==> src/rtl/ks_sub11_pipe_pkg.sv <==
// ============================================================================
// Module : ks_pkg
// Brief  : KGP encoding, default widths and prefix-combine function shared by
//          the Kogge-Stone subtractor.
// Rev    : 1.0  initial release
// ============================================================================
`default_nettype none

package ks_pkg;

    localparam int DEF_W   = 11;
    localparam int DEF_LZW = 4;

    typedef logic [1:0] kgp_t;

    // Both middle codes decode as propagate.
    localparam kgp_t KILL     = 2'b00;
    localparam kgp_t PROP     = 2'b01;
    localparam kgp_t PROP_ALT = 2'b10;
    localparam kgp_t GEN      = 2'b11;

    function automatic kgp_t ks_combine(input kgp_t hi, input kgp_t lo);
        return ((hi == KILL) || (hi == GEN)) ? hi : lo;
    endfunction

endpackage

`default_nettype wire

==> src/rtl/ks_sub11_pipe_prefix_cell.sv <==
// ============================================================================
// Module : ks_prefix_cell
// Brief  : Combines a (hi, lo) KGP pair into one KGP value.
// Rev    : 1.0  initial release
// ============================================================================
`default_nettype none

module ks_prefix_cell
    import ks_pkg::*;
(
    input  kgp_t hi,
    input  kgp_t lo,
    output kgp_t res
);

    assign res = ks_combine(hi, lo);

endmodule

`default_nettype wire

==> src/rtl/ks_sub11_pipe.sv <==
// ============================================================================
// Module : ks_sub11_pipe
// Brief  : 2-stage Kogge-Stone a-b with borrow, zero and leading-zero count.
//          Define KS_SUB_ABS_DIFF_EN to output |a-b| instead of a-b mod 2^W.
// Rev    : 1.0  initial release
// ============================================================================
`default_nettype none

module ks_sub11_pipe
    import ks_pkg::*;
#(
    parameter int W   = DEF_W,
    parameter int LZW = DEF_LZW
) (
    input  logic           clk,
    input  logic           rst_n,
    input  logic           in_valid,
    output logic           in_ready,
    input  logic [W-1:0]   in_a,
    input  logic [W-1:0]   in_b,
    output logic           out_valid,
    input  logic           out_ready,
    output logic [W-1:0]   out_diff,
    output logic           out_borrow,
    output logic           out_zero,
    output logic [LZW-1:0] out_lzc
);

    // Element 0 is the forced carry-in; element i+1 describes operand bit i.
    localparam int N = W + 1;

    function automatic logic [LZW-1:0] lzc_f(input logic [W-1:0] v);
        logic [LZW-1:0] n;
        n = LZW'(W);
        for (int i = 0; i < W; i++) begin
            if (v[i]) n = LZW'(W - 1 - i);
        end
        return n;
    endfunction

    logic           s1_valid;
    logic           s1_adv;
    logic           s2_adv;
    logic [W-1:0]   b_n;
    logic [W-1:0]   s1_prop;
    kgp_t           s1_kgp [N];
    kgp_t           k0 [N];
    kgp_t           k1 [N];
    kgp_t           k2 [N];
    kgp_t           k4 [N];
    kgp_t           k8 [N];
    logic [W-1:0]   carry;
    logic [W-1:0]   raw_diff;
    logic [W-1:0]   res_diff;
    logic           borrow_c;

    assign s2_adv   = !out_valid || out_ready;
    assign s1_adv   = !s1_valid || s2_adv;
    assign in_ready = s1_adv;
    assign b_n      = ~in_b;

    assign k0[0] = GEN;
    for (genvar i = 0; i < W; i++) begin : g_bit
        assign k0[i+1] = {in_a[i] & b_n[i], in_a[i] | b_n[i]};
    end

    for (genvar j = 0; j < N; j++) begin : g_d1
        if (j >= 1) begin : g_cell
            ks_prefix_cell u_cell (.hi(k0[j]), .lo(k0[j-1]), .res(k1[j]));
        end else begin : g_pass
            assign k1[j] = k0[j];
        end
    end

    for (genvar j = 0; j < N; j++) begin : g_d2
        if (j >= 2) begin : g_cell
            ks_prefix_cell u_cell (.hi(k1[j]), .lo(k1[j-2]), .res(k2[j]));
        end else begin : g_pass
            assign k2[j] = k1[j];
        end
    end

    for (genvar j = 0; j < N; j++) begin : g_d4
        if (j >= 4) begin : g_cell
            ks_prefix_cell u_cell (.hi(s1_kgp[j]), .lo(s1_kgp[j-4]), .res(k4[j]));
        end else begin : g_pass
            assign k4[j] = s1_kgp[j];
        end
    end

    for (genvar j = 0; j < N; j++) begin : g_d8
        if (j >= 8) begin : g_cell
            ks_prefix_cell u_cell (.hi(k4[j]), .lo(k4[j-8]), .res(k8[j]));
        end else begin : g_pass
            assign k8[j] = k4[j];
        end
    end

    // After the last level every position has resolved to GEN or KILL.
    always_comb begin
        carry = '0;
        for (int i = 0; i < W; i++) begin
            carry[i] = (k8[i] == GEN);
        end
        raw_diff = s1_prop ^ carry;
        borrow_c = (k8[W] != GEN);
`ifdef KS_SUB_ABS_DIFF_EN
        res_diff = borrow_c ? ((~raw_diff) + W'(1)) : raw_diff;
`else
        res_diff = raw_diff;
`endif
    end

    always_ff @(posedge clk or negedge rst_n) begin
        if (!rst_n) begin
            s1_valid <= 1'b0;
            s1_prop  <= '0;
            for (int j = 0; j < N; j++) begin
                s1_kgp[j] <= KILL;
            end
        end else if (s1_adv) begin
            s1_valid <= in_valid;
            if (in_valid) begin
                s1_prop <= in_a ^ b_n;
                for (int j = 0; j < N; j++) begin
                    s1_kgp[j] <= k2[j];
                end
            end
        end
    end

    always_ff @(posedge clk or negedge rst_n) begin
        if (!rst_n) begin
            out_valid  <= 1'b0;
            out_diff   <= '0;
            out_borrow <= 1'b0;
            out_zero   <= 1'b0;
            out_lzc    <= '0;
        end else if (s2_adv) begin
            out_valid <= s1_valid;
            if (s1_valid) begin
                out_diff   <= res_diff;
                out_borrow <= borrow_c;
                out_zero   <= (raw_diff == '0);
                out_lzc    <= lzc_f(res_diff);
            end
        end
    end

endmodule

`default_nettype wire

==> config.mk <==
export PLATFORM = sky130hd
export DESIGN_NAME = ks_sub11_pipe
export DESIGN_NICKNAME = d
export VERILOG_FILES = /design/src/rtl/ks_sub11_pipe_pkg.sv /design/src/rtl/ks_sub11_pipe_prefix_cell.sv /design/src/rtl/ks_sub11_pipe.sv
export SDC_FILE = /design/constraint.sdc
export NUM_CORES = 1
export LEC_CHECK = 0
export CAP_MARGIN = 20
export CORE_MARGIN = 2
export CORE_UTILIZATION = 50
export DETAILED_ROUTE_END_ITERATION = 7
export PLACE_DENSITY_LB_ADDON = 0.25
export RECOVER_POWER = 25
export SLEW_MARGIN = 5
export SYNTH_ARGS = -nofsm -noshare
export SYNTH_HDL_FRONTEND = slang
export SYNTH_SLANG_ARGS = --single-unit
==> constraint.sdc <==
create_clock -name clk -period 2.9 [get_ports clk]
set_clock_uncertainty 0.1 [all_clocks]
set_input_delay 0.29 -clock clk [delete_from_list [all_inputs] [get_ports clk]]
set_output_delay 0.29 -clock clk [all_outputs]
set_load 0.01 [all_outputs]
# After elaboration in Yosys (flattened, before gate mapping)
# Index checks and enable logic that the tools add are counted.
# word_totals
reg_bits,53
input_bits,26
output_inout_bits,19
wordCells,206
# op_classes
n_eq_ne,45
n_mux,44
bitwise_logic,25
n_reduce_logical,73
# ops
op,n
"== test 2 bit, second input constant",44
logical NOT 2 bit,33
2-to-1 mux 2 bit,33
2-to-1 mux 4 bit,10
logical OR 1 bit,35
XOR 11 bit,2
bitwise AND 1 bit,11
logical NOT 11 bit,1
NOT 11 bit,1
bitwise OR 1 bit,11
AND reduction 2 bit,2
logical NOT 1 bit,2
"inequality test 2 bit, second input constant",1
2-to-1 mux 1 bit,1

# Logic depth before layout (Yosys ltp)
# Gate-level depths: netlist of run 1.
# logic_depth
word_depth,19
depth_mapped,6
ltp_nobuf,6

# Modules after synthesis
# From an unflattened synthesis of run 1, not the netlist that was laid out.
# hier_totals
cells_unflattened,291
area_unflattened_um2,3383.2
# modules_own_cells
module,instances,cells_each,area_each_um2,seq_area_each_um2
ks_sub11_pipe,1,225,2640.0,1326.3
ks_prefix_cell,33,2,22.5,0.0

# Worst setup path after synthesis of run 1
# Ideal clock, no wire load.
# synth_timing
path_type,register -> register
start,"register s1_kgp, in the netlist k4[20]"
end,register out_zero
setup_time_ns,0.092
arrival_ns,1.927
slack_ns,0.782
stages_incl_launch_ff,6
path_buffers,0
path_cell_list,dfrtp_1 -> maj3_2 -> maj3_2 -> xor2_2 -> or4_4 -> o31ai_2
# synth_between
elab_chain_len,4
# synth_rtl
item,line,source
from (decl),ks_sub11_pipe.sv:46,kgp_t s1_kgp [N];
"from (signal, indexed assignment)",ks_sub11_pipe.sv:126,s1_kgp[j] <= k2[j];
2-to-1 mux 2 bit,ks_sub11_pipe_pkg.sv:23,return ((hi == KILL) || (hi == GEN)) ? hi : lo;
== test 2 bit,ks_sub11_pipe.sv:103,carry[i] = (k8[i] == GEN);
XOR 11 bit (*),ks_sub11_pipe.sv:105,raw_diff = s1_prop ^ carry;
logical NOT 11 bit (*),ks_sub11_pipe.sv:144,out_zero <= (raw_diff == '0);
to (signal assigned),ks_sub11_pipe.sv:144,
to (decl),ks_sub11_pipe.sv:25,"output logic out_zero,"
# Every way passes the cells marked *; elsewhere a longest branch is shown, timed or not.
# A chain may end at the register's enable or synchronous reset.

# Final worst setup path of run 1
# layout_timing
start,register k4[22] (netlist name)
end,register out_zero
# layout_between
elab_chain_len,4
# layout_rtl
item,line
2-to-1 mux 2 bit,ks_sub11_pipe_pkg.sv:23
== test 2 bit,ks_sub11_pipe.sv:103
XOR 11 bit (*),ks_sub11_pipe.sv:105
logical NOT 11 bit (*),ks_sub11_pipe.sv:144
# Marked as above.

==> metrics, run 1 <==
status=completed; port bufs=44; Final Slew Violations=0; maximum buffer depth of the clock tree=2; #FFs+latches synth=a little over 50; clk_lat worst skew=0.30 ns; crit-path cells=maj3_2 -> maj3_2 -> xor2_1 -> or4_4 -> o31ai_2; max-cap viol count=0; Final Hold Viols=0; critical path fanouts, max=3; DRT Pass-1 Iters=5; Routed wire per std cell=12.96 µm; Die Wd=between 80 and 90 µm; Yosys top cell by area=dfrtp_1; Fmax=457.8 MHz; setup TNS=0 ns; via count=around 2.1k; final core utilization=63.46%; Yosys cell types=37; Area Overhead vs Synth=21.23%; Worst-Margin Slew=0.8804 ns; commonest non-fill, non-tap cell in the layout=dfrtp_1; Slowest Stage Delay on Critical Path=0.50 ns; total congestion overflow=0; Crit Path Category=register to register; Synth top area share=between 40% and 50%; Critical-path top delay cell=or4_4; vias per inst=5.091; Post-synth EDFFs=0; CTS resizes=0; ranking of synthesized cells by area=dfrtp_1 44%, ha_1 9.5%, mux2_2 7.0%, nand2_1 6.1%, o21ai_0 5.5%; Final setup viols=0; clock-pin slew on the worst setup and hold paths=0.09 ns; Rel. slew slack=41.31%; num rows=27; Final min period=2.184 ns; number of global-route vias before repair=2,046; htree depth=2; DRC Markers=0; P_leak=1.622 nW; R2R Path Start=k4[22]; TritonCTS buffer count=5; most frequent cells in the layout=51 x dfrtp_1, 47 x nand2_1, 42 x clkdlybuf4s50_1; Hold EP=out_diff[6]; Final HPWL DP=~4200 µm; hold path depth=2; number of diodes=0; WHS=0.3794 ns; fin nets=382; TritonCTS clock tree=built; initial antenna violation count=0; ANT nets after route=0; Worst setup startpoint=k4[22]; class of the worst hold path=register to register; r2r endpoint=out_zero; Seq/Total Area, Yosys=44.00%; first-pass GRT wire length=9239 µm; share of cells above drive strength 1=11.38%; Worst VDD drop=279.1 µV; largest net degree at the start of global routing=52; crit end category=register; io pins=45; CORE AREA=5540 µm²; CTS root buf=clkbuf_8; FF-to-FF path depth=5; final wirelength=5262 µm; CTS Sinks=51; Mapped Cells=between 200 and 300; Mean Syn Cell Area=10.14 µm²; post-place setup slack=0.6433 ns; hold_sp=out_diff[6]; Mapped Area=slightly below 3000 µm²; initial detailed-routing violation count=66; Async SR Flop Fraction=between 90% and 100%; Die H=around 80 µm; Post-Syn Nets=334; die area=6426 µm²; Worst Setup Start Kind=register; gpl congestion=0.7749; Reg2Reg Setup Slack=0.72 ns; initial core utilization=52.35%; Synth Flop Type=dfrtp_1; Most common cell on crit path=maj3_2; Power Density=606.9 nW/µm²; period utilization=75.32%; RSZ-0062 raised after global routing=false; GRT Total Usage=18.37%; YS warnings=0; CP Data Required Time=3.02 ns; arrival time at the worst endpoint=2.31 ns; final setup margin=0.7158 ns; post-CTS setup buffers=0
## worst max-delay path, delay by kind of cell, from the launching register on
family | cells | cell delay, ns
adder cells (fa/ha/maj) | 2 | 0.70
flip-flops | 1 | 0.41
AO/OA/AOI/OAI | 1 | 0.21
XOR/XNOR | 1 | 0.18
AND/OR/NAND/NOR | 1 | 0.50
## per-layer routing
layer,up-vias,wire (µm),GRT usage [%]
met5,-,0,0
met4,0,70,5.593
met3,6,165,3.034
met2,46,2448,29.50
met1,950,2577,25.51
li1,1065,-,-
## layout make-up
type | count | area [µm²]
clock inverters | 1 | 5.005
well taps | 72 | 90.09
multi-input cells | 203 | 1504
repair buffers | 48 | 464.2
flip-flops and latches | 51 | 1276
fillers | 484 | 2024
inverters | 25 | 93.84
clock buffers | 6 | 82.58
## kinds of logic after synthesis
kind of cell	Yosys count	share of synthesized area, %
flip-flops	51	44.00
AO/OA/AOI/OAI	48	9.922
XOR/XNOR	12	3.883
adder cells (fa/ha/maj)	40	15.92
buffers and inverters	32	4.141
AND/OR/NAND/NOR	76	12.04
multiplexers	27	10.09
## sequential cells by signal, indices dropped and copies added, names as in the netlist
signal / count
s1_prop: 11
out_zero: 1
out_borrow: 1
out_valid: 1
out_lzc: 4
k4: 5
s1_valid: 1
out_diff: 11
s1_kgp: 16
## how the worst max path moves through the flow
stage                end  slack (ns)  cells past startpoint
2_1_floorplan   out_zero        0.78                      5
3_3_place_gp   s1_kgp[4]        0.70                      6
3_5_place_dp   s1_kgp[6]        0.64                      6
4_1_cts         out_zero        0.70                      5
5_1_grt        s1_kgp[5]        0.51                      3
6_report        out_zero        0.72                      5
## synth_stat cells (2+ instances only)
| cell type | n |
|---|---|
| dfrtp_1 | 51 |
| nand2_1 | 47 |
| o21ai_0 | 32 |
| inv_1 | 25 |
| ha_1 | 22 |
| mux2_2 | 18 |
| maj3_1 | 13 |
| mux2i_1 | 9 |
| xnor2_1 | 8 |
| nand2b_1 | 7 |
| clkbuf_1 | 6 |
| maj3_2 | 5 |
| nand3_1 | 5 |
| nor2_1 | 4 |
| nor2b_1 | 4 |
| and2_1 | 3 |
| xor2_1 | 3 |
| a21o_1 | 2 |
| a21oi_1 | 2 |
| a311oi_1 | 2 |
| nand3b_1 | 2 |
## report_power, final
| group | internal [W] | switching (W) | total, W |
|---|---|---|---|
| clock | 0.000188 | 0.000221 | 0.000409 |
| combinational | 0.000395 | 0.000357 | 0.000752 |
| sequential | 0.000869 | 0.000104 | 0.000973 |
## stage by stage
| stage | instance area (µm²) | power, W | instances |
|---|---|---|---|
| after floorplan | 2900 | 0.001423 | 286 |
| after global routing | 3516 | 0.002278 | 406 |
| after detailed placement | 3415 | 0.001750 | 397 |
| after global placement | 3415 | 0.001721 | 397 |
| after CTS | 3502 | 0.002153 | 404 |
| final | 3516 | 0.002134 | 406 |
## repair_timing
action / 4_1_cts / 5_1_grt
setup endpoints to repair: 0 / 0
hold endpoints to repair: 0 / 15
hold buffers: 0 / 1
No activity file was read; power rests on OpenSTA's default activity.
==> run 2: changes to the inputs <==
CORE_UTILIZATION = 49   (was 50)
clock period = 2 ns   (was 2.9 ns; I/O delays follow)
==> metrics, run 2 (synthesized netlist as in run 1, its figures left out) <==
Top reg by flops=s1_kgp; Routed wire per std cell=between 10 and 15 µm; Reg2Reg Setup Slack=-0.06 ns; vias per inst=approximately 5.0; Worst-Margin Slew=~1.2 ns; Die H=80.94 µm; clk_lat worst skew=0.30 ns; io pins=45; die area=6550 µm²; Most common cell on crit path=maj3_2; Worst Setup Start Kind=register; clock-pin slew on the worst setup and hold paths=0.09 ns; CORE AREA=5816 µm²; post-place setup slack=-0.1389 ns; number of diodes=0; Power Density=just under 900 nW/µm²; most frequent cells in the layout=51 x dfrtp_1, 47 x nand2_1, 43 x clkdlybuf4s50_1; Area Overhead vs Synth=30.76%; initial antenna violation count=0; CTS Sinks=51; FILL cells=506; GRT Total Usage=17.96%; crit end category=register; CTS root buf=clkbuf_8; status=finished with violations; arrival time at the worst endpoint=~2.2 ns; Final HPWL DP=4304 µm; class of the worst hold path=register to register; via count=about 2.2k; CP Data Required Time=2.12 ns; Final setup viols=2; design area=around 3800 µm²; critical path fanouts, max=2; ANT nets after route=0; buffers plus inverters on the worst setup path=0; max reg flops=16; final wirelength=approximately 5400 µm; TritonCTS clock tree=built; DRC Markers=0; Final min period=2.057 ns; num rows=28; largest net degree at the start of global routing=52; maximum buffer depth of the clock tree=2; initial core utilization=between 40 and 50%; Critical-path top delay cell=or4_4; RSZ-0062 raised after global routing=true; Worst VDD drop=419.5 µV; total power=0.003288 W; htree depth=2; Area after DPL=3649 µm²; commonest non-fill, non-tap cell in the layout=dfrtp_1; Crit Path Category=register to register; Largest regs=s1_kgp: 16 flops, out_diff: 11 flops, s1_prop: 11 flops; Die Wd=80.94 µm; port bufs=44; total congestion overflow=0; failing checks=setup timing; multi-input logic area=1541 µm²; share of cells above drive strength 1=19.83%; number of global-route vias before repair=between 2k and 2.5k; Sequential Area=1276 µm²; gpl congestion=0.8030; Fmax=486.2 MHz; initial detailed-routing violation count=112; delay-heaviest family, CP=adder cells; max-cap viol count=0; Rel. slew slack=18.68%; Slowest Stage Delay on Critical Path=0.50 ns; Final Hold Viols=0; first-pass GRT wire length=just over 9000 µm; DRT Pass-1 Iters=4; Final Slew Violations=0; TritonCTS buffer count=5; final setup margin=-0.05691 ns; fin nets=410; P_leak=1.776 nW; crit-path cells=maj3_2 -> maj3_2 -> xor2_2 -> or4_4 -> o31ai_4; period utilization=102.8%
-- run 2: final cells by class --
| class | instances | share of cell area, % |
|---|---|---|
| inverter | 25 | 2.474 |
| timing repair buffer | 76 | 18.15 |
| sequential | 51 | 33.65 |
| multi-input combinational | 203 | 40.65 |
| clock buffer | 6 | 2.177 |
| clock inverter | 2 | 0.4289 |
| tap | 75 | 2.474 |
-- run 2: per-layer routing --
metal | up-vias | global-route usage (%) | part of all wire, %
met5 | - | 0 | 0
met4 | 0 | 5.763 | 1.4
met3 | 7 | 3.000 | 3.2
met2 | 44 | 31.16 | 49
met1 | 1002 | 22.85 | 46
li1 | 1121 | - | -
-- run 2: stage by stage --
stage	hold slack [ns]	util, %	TNS, ns	cells
4_1_cts	0.3807	64.61	-0.09176	437
6_report	0.3833	65.21	-0.08022	438
5_1_grt	0.4101	65.21	-0.2415	438
3_3_place_gp	0.2407	62.74	-0.6151	428
3_5_place_dp	0.2397	62.74	-1.182	428
2_1_floorplan	-0.1956	-	-0.02277	286
-- run 2: worst reg2reg max path: stages, from the launching register on --
cell and delay [ns]:
dfrtp_1 0.40, maj3_2 0.32, maj3_2 0.33, xor2_2 0.15, or4_4 0.50, o31ai_4 0.17
-- run 2: report_power, final --
group / switching, W / internal (W)
Clock: 0.000329 / 0.000283
Combinational: 0.000568 / 0.000701
Sequential: 0.000148 / 0.00126
-- run 2: final timing paths --
kind	from	to	cells past startpoint
setup / recovery	s1_kgp[14]	out_zero	5
hold / removal	out_diff[2]	out_diff[2]	2
setup reg to reg	s1_kgp[14]	out_zero	5
hold reg to reg	out_diff[2]	out_diff[2]	2
max in group asynchronous	rst_n	s1_kgp[10]	3
min in group asynchronous	rst_n	out_diff[10]	3
-- run 2: timing repair --
action,in CTS,in global routing
gates resized for setup,0,5
setup endpoints to repair,2,4
endpoints found under the hold margin,51,0
hold buffers,1,0
pin swaps,0,0
setup buffers,0,1
